File: config.mk
export PLATFORM = sky130hd
export DESIGN_NAME = ccd_reader
export DESIGN_NICKNAME = d
export VERILOG_FILES = /design/src/rtl/ccd_reader.sv
export SDC_FILE = /design/constraint.sdc
export NUM_CORES = 1
export LEC_CHECK = 0
export ABC_CLOCK_PERIOD_IN_PS = 2750
export CORE_ASPECT_RATIO = 1.2
export CORE_MARGIN = 10
export CORE_UTILIZATION = 52
export DETAILED_ROUTE_END_ITERATION = 8
export PLACE_DENSITY = 0.78
export SYNTH_ARGS = -nofsm -noshare
export SYNTH_HDL_FRONTEND = slang
export SYNTH_SLANG_ARGS = --single-unit
File: constraint.sdc
create_clock -name clk_out -period 2.75 [get_ports clk_out]
set_input_delay 0.4125 -clock clk_out [delete_from_list [all_inputs] [get_ports clk_out]]
set_output_delay 0.4125 -clock clk_out [all_outputs]
set_load 0.02 [all_outputs]
File: src/rtl/ccd_reader.sv
// Read-domain client of ccd_register: strobes one read per word and queues the
// captured bytes in a first-word-fall-through FIFO for a valid/ready consumer.
module ccd_reader #(
    parameter int unsigned WIDTH = 8,
    parameter int unsigned DEPTH = 4,
    parameter int unsigned CNT_W = 16
) (
    input  logic                    clk_out,
    input  logic                    reset,
    input  logic                    ccd_ready,
    input  logic [WIDTH-1:0]        ccd_dout,
    output logic                    ccd_re,
    output logic [WIDTH-1:0]        m_data,
    output logic                    m_valid,
    input  logic                    m_ready,
    output logic [$clog2(DEPTH):0]  level,
    output logic [CNT_W-1:0]        rd_count
);

    localparam int unsigned PtrW = $clog2(DEPTH);
    localparam int unsigned LvlW = PtrW + 1;

    localparam logic [1:0] StIdle    = 2'd0;
    localparam logic [1:0] StStrobe  = 2'd1;
    localparam logic [1:0] StWaitLow = 2'd2;

    logic [1:0]       state_q, state_d;
    logic             re_q, re_d;
    logic [PtrW-1:0]  wr_ptr_q, wr_ptr_d;
    logic [PtrW-1:0]  rd_ptr_q, rd_ptr_d;
    logic [LvlW-1:0]  level_q, level_d;
    logic [CNT_W-1:0] count_q, count_d;
    logic [WIDTH-1:0] mem_q [DEPTH];

    logic push, pop;

    // Space check uses the registered level only; a same-edge pop does not count.
    assign push = (state_q == StIdle) && ccd_ready && (level_q < LvlW'(DEPTH));
    assign pop  = m_valid && m_ready;

    always_comb begin
        state_d  = state_q;
        re_d     = push;
        wr_ptr_d = wr_ptr_q;
        rd_ptr_d = rd_ptr_q;
        level_d  = level_q;
        count_d  = count_q;

        unique case (state_q)
            StIdle:    if (push) state_d = StStrobe;
            StStrobe:  state_d = StWaitLow;
            StWaitLow: if (!ccd_ready) state_d = StIdle;
            default:   state_d = StIdle;
        endcase

        if (push) begin
            wr_ptr_d = wr_ptr_q + PtrW'(1);
            count_d  = count_q + CNT_W'(1);
        end
        if (pop) begin
            rd_ptr_d = rd_ptr_q + PtrW'(1);
        end

        case ({push, pop})
            2'b10:   level_d = level_q + LvlW'(1);
            2'b01:   level_d = level_q - LvlW'(1);
            default: level_d = level_q;
        endcase
    end

    always_ff @(posedge clk_out) begin
        if (reset) begin
            state_q  <= StIdle;
            re_q     <= 1'b0;
            wr_ptr_q <= '0;
            rd_ptr_q <= '0;
            level_q  <= '0;
            count_q  <= '0;
        end else begin
            state_q  <= state_d;
            re_q     <= re_d;
            wr_ptr_q <= wr_ptr_d;
            rd_ptr_q <= rd_ptr_d;
            level_q  <= level_d;
            count_q  <= count_d;
        end
    end

    // Storage is not reset; an empty FIFO masks stale contents on m_data.
    always_ff @(posedge clk_out) begin
        if (!reset && push) begin
            mem_q[wr_ptr_q] <= ccd_dout;
        end
    end

    assign ccd_re   = re_q;
    assign m_valid  = (level_q != '0);
    assign m_data   = m_valid ? mem_q[rd_ptr_q] : '0;
    assign level    = level_q;
    assign rd_count = count_q;

endmodule

# After elaboration in Yosys (flattened, before gate mapping)

Memories as Yosys holds them, arrays and structs flattened. A register that Yosys moved wholly into a read port is not among the register bits.
Cells that the tools add are included.

Flip-flop bits (word level): 26
Bits in writable memories: 32
Bits of input ports: 12
Output and inout bits: 29
Logic and storage cells: 37
Memories: 1

Memories:

| name  | words | width | read ports | clocked after memory_dff | wr ports | line | RTL |
|---|---|---|---|---|---|---|---|
| mem_q | 4     | 8     | 1          | 1                        | 1        | 33   | `logic [WIDTH-1:0] mem_q [DEPTH];` |

Add/subtract/negate cells: 5
$lt $le $gt $ge: 1
Equal/unequal tests: 6
Multiplexer cells: 9
Reduce and logical (&&, ||, !) cells: 9

Operators by type and width:

| operator                                                              | number |
|---|---|
| 16-bit by 1-bit adder with 16-bit output, second input constant       | 1 |
| 2-bit 2-to-1 mux                                                      | 4 |
| 8-bit 2-to-1 mux                                                      | 1 |
| 2-bit case mux with 3 select lines                                    | 1 |
| 3-bit case mux with 2 select lines                                    | 1 |
| 2-bit by 1-bit adder with 2-bit output, second input constant         | 2 |
| 2-bit by 1-bit equality test with 1-bit output, second input constant | 2 |
| 2-bit equality test, second input constant                            | 2 |
| 1-bit logical AND                                                     | 4 |
| 2-bit != test, second input constant                                  | 2 |
| 3-bit by 1-bit adder with 3-bit output, second input constant         | 1 |
| 3-bit < comparator, second input constant                             | 1 |
| 3-bit nonzero test                                                    | 1 |
| 3-bit by 1-bit subtractor with 3-bit output, second input constant    | 1 |
| 2-bit zero test                                                       | 1 |
| 1-bit 2-to-1 mux                                                      | 2 |
| 2-bit AND reduction                                                   | 1 |
| 2-bit nonzero test                                                    | 1 |
| 1-bit zero test                                                       | 1 |

# Logic depth before layout (Yosys ltp)

Depth in word-level cells: 6
Mapped depth: 9
Gate-level depth less buffers: 8

# Least setup slack after synthesis

No wires, ideal clock.

Path kind: flip-flop to flip-flop
Start: reg level_q[2] (netlist: level[2])
End: reg level_q[2] (netlist: level[2])
Setup time: 0.070 ns
Arrival: 2.161 ns
Required time: 2.680 ns
Setup slack: 0.518 ns
Cell stages (with the launch flop): 10
Path buffers: 1
Period minus slack after synthesis: 2.232 ns
Cells stage by stage: dfxtp_1 nor4b_4 inv_2 clkbuf_1 ha_1 inv_1 fa_1 xor2_1 or3_1 a21oi_1

Cells in the longest elaborated chain, start to end: 4
Elaborated cells between the ends (all ways): 10
Classes of those cells: add/sub: 2; order compare: 1; eq/ne: 2; mux: 1; reduce/logical: 4

Ends and longest elaborated chain:

| item                                                                                  | line   | RTL |
|---|---|---|
| start, declared                                                                       | 31     | `logic [LvlW-1:0] level_q, level_d;` |
| start signal, assigned                                                                | 84     | `level_q <= level_d;` |
| 3-bit < comparator or 3-bit nonzero test (tied branches)                              | 38, 97 |  |
| 1-bit logical AND (on tied branches)                                                  | 38, 39 |  |
| 2-bit by 1-bit equality test with 1-bit output or 2-bit equality test (tied branches) | 64     | `case ({push, pop})` |
| 3-bit case mux with 2 select lines or 2-bit nonzero test (tied branches)              | -      |  |

Parallel ways exist; a longest one is shown, timed or not.
A chain may end at the register's enable or synchronous reset.

==> reports/qor.yml <==
status:
  status: "complete, no violations"
critical_path:
  cp_cell_sequence: "buf_4 -> mux4_2 -> and2_1 -> clkdlybuf4s50_1"
  arrival_ps: 2130
  startpoint_type: "register"
  crit_path_max_incr_delay_ps: 530
  required_ps: 2340
  worstPathMaxFanout: 5
  cp_slowest_cell: "clkdlybuf4s50_1"
  worstSetupPathType: "register to primary output"
  end_kind: "primary output"
worst_hold_path:
  hp-class: "register to register"
synthesis:
  synth_fa_ha_area_share_pct: 3.86
  yosysSeqAreaShare_pct: 61.8
  synth_xor_area_share_pct: 3.91
  synth_edf_count: 32
  synthSimpleGateAreaFrac_pct: 15.7
  synth_top_family_by_area: "simple AND/OR/NAND/NOR gates"
  synthFlopType: "edfxtp_1"
  syn_inst: 193
  muxShareOfSynthArea_pct: 8.69
  ys_top_cells_by_count: "edfxtp_1, dfxtp_1, nor2_1"
  synth.distinct_cells: 31
  syn-cell-area_um2: 2460
  synth_nets: 212
  avgSynthCellArea_um2: 12.8
  synth_compound_area_share_pct: 3.61
  yosys-top-cells-area: "edfxtp_1, dfxtp_1, mux4_2"
  yosysTopAreaCell: "edfxtp_1"
  synth.ff_latch_count: 60
  synth.most_common_cell: "edfxtp_1"
  async_flop_share_pct: 0
  yosysTopAreaCellShare_pct: 39.0
  ys_warn_count: 0
finish:
  multi_input_area_um2: 880
  areaGrowthSynthToFinish_pct: 26.9
  fill_cells: 374
  nNetsFinal: 259
  drive_gt1_share_pct: 13.9
  seq_area_um2: 1520
  diodes: 0
routing:
  drcViolationCount: 0
  post_drt_wl_per_cell_um: 15.3
  post_drt_via_cell_ratio: 5.23
  drt-initial-drc-count: 59
  wirelength_um: 4630
  num_vias: 1586
  dr.pass1.iters: 4
  final_antenna_net_count: 0
sta:
  clock.fmax_mhz: 394
  fin_worst_skew_ps: 4.19
  hold_ws_ps: 495
  relSlewSlack_pct: 71.2
  fin_crit_sh_pct: 92.4
  rsz0062_at_grt: "no"
  worstMarginPinSlew_ps: 432
  hold_viol: 0
  maxSlewViolCount: 0
  finalSetupViolCount: 0
  period_needed_ps: 2540
  fin_tns_setup_ps: 0
clocking:
  root_buffer: "clkbuf_8"
  cts_hold_buf: 0
  cts.sinks: 60
  clk_pin_slew_ps: 60
  cts_tree: "done"
  cts_buffers: 9
  htreeDepth: 3
  clk_latency_ps: 330
  clockBufferDepth: 2
floorplan:
  row_count: 27
  initial_core_util_pct: 53.6
  die_w_um: 82.8
  io-pin-count: 41
  die_area_um2: 7900
  core_um2: 4590
  die_h_um: 95.4
power_and_ir_drop:
  power.density_nw_per_um2: 848
  p_leak_nw: 1.06
  peakVddDrop_v: 0.000515
place:
  dpl.hpwl_um: 3300
  gp_congestion: 0.738
  portBuffers: 40
global_route:
  antenna_found_initial: 0
  grt_pass1_vias: 1635
  grt_usage_pct: 12.9
  grt_pass1_wl_um: 7980
  gr-total-overflow: 0
  grt_max_degree: 31
run:
  drv_cap: 0
-- metal layers --
metal	vias up	share of wire (%)	wire length, um	global-route usage (%)
li1	780	-	-	-
met5	-	0	0	0
met1	749	41	1900	13.5
met3	8	7.3	336	5.89
met4	0	2.1	99	6.53
met2	49	50	2300	21.7
-- power by group --
group	internal [mW]	total (mW)	switching, mW
Clock	0.399	0.719	0.320
Sequential	1.03	1.10	0.0765
Combinational	0.415	0.827	0.412
-- through the flow --
stage          power (mW)  cell area (um2)  util, %  setup WS [ps]  instances
2_1_floorplan        1.62             2460        -            518        193
3_3_place_gp         1.94             2930     63.9            292        287
3_5_place_dp         1.96             2930     63.9            232        287
4_1_cts              2.68             3120     68.0           30.7        303
5_1_grt              2.81             3120     68.0           76.6        303
6_report             2.65             3120     68.0            209        303
-- cells by family after synthesis --
logic type	after synthesis
AOI/OAI and AO/OA	17
and+or+nand+nor	71
DFF	60
muxes	11
adders and majority gates	7
xor gates and xnor gates	11
buffers and inverters	16
-- flip-flops by register name, summed over array words and instances (netlist names), named ones only --
register  count
state_q       2
ccd_re        1
wr_ptr_q      2
rd_ptr_q      2
rd_count     16
mem_q        32
level         3
-- path summary, 6_finish.rpt --
kind,startpoint,endpoint,slack (ps),cells after the start
worst max-delay path,register,m_data[2],210,4
worst min-delay path,wr_ptr_q[0],wr_ptr_q[0],490,2
worst max register to register,level[2],level[2],380,8
worst min register to register,wr_ptr_q[0],wr_ptr_q[0],490,2
-- layout make-up --
| class | instances | share of cell area, % |
|---|---|---|
| clock buffer | 13 | 5.41 |
| clock inverter | 3 | 0.641 |
| inverter | 8 | 0.961 |
| multi-input combinational | 117 | 28.2 |
| sequential | 60 | 48.7 |
| tap | 58 | 2.32 |
| timing repair buffer | 44 | 13.8 |
-- cell usage in the layout (no fill, tap or decap), types with 7 or more instances in the layout --
master / n
a21oi_1: 11
and2_1: 13
clkbuf_8: 12
clkdlybuf4s50_1: 40
dfxtp_1: 27
edfxtp_1: 32
inv_1: 7
mux4_2: 8
nand2_1: 10
nor2_1: 19
-- critical path, delay by kind of cell (launching register included) --
kind | cells | cell delay (ps)
buf+inv | 2 | 720
mux | 1 | 500
flops | 1 | 400
simple gates | 1 | 170
-- what timing repair did --
action | CTS | global route
endpoints found under the setup margin | 0 | 4
gates resized for setup | 0 | 1
setup buffers | 0 | 0
No activity file was read; power rests on OpenSTA's default activity.
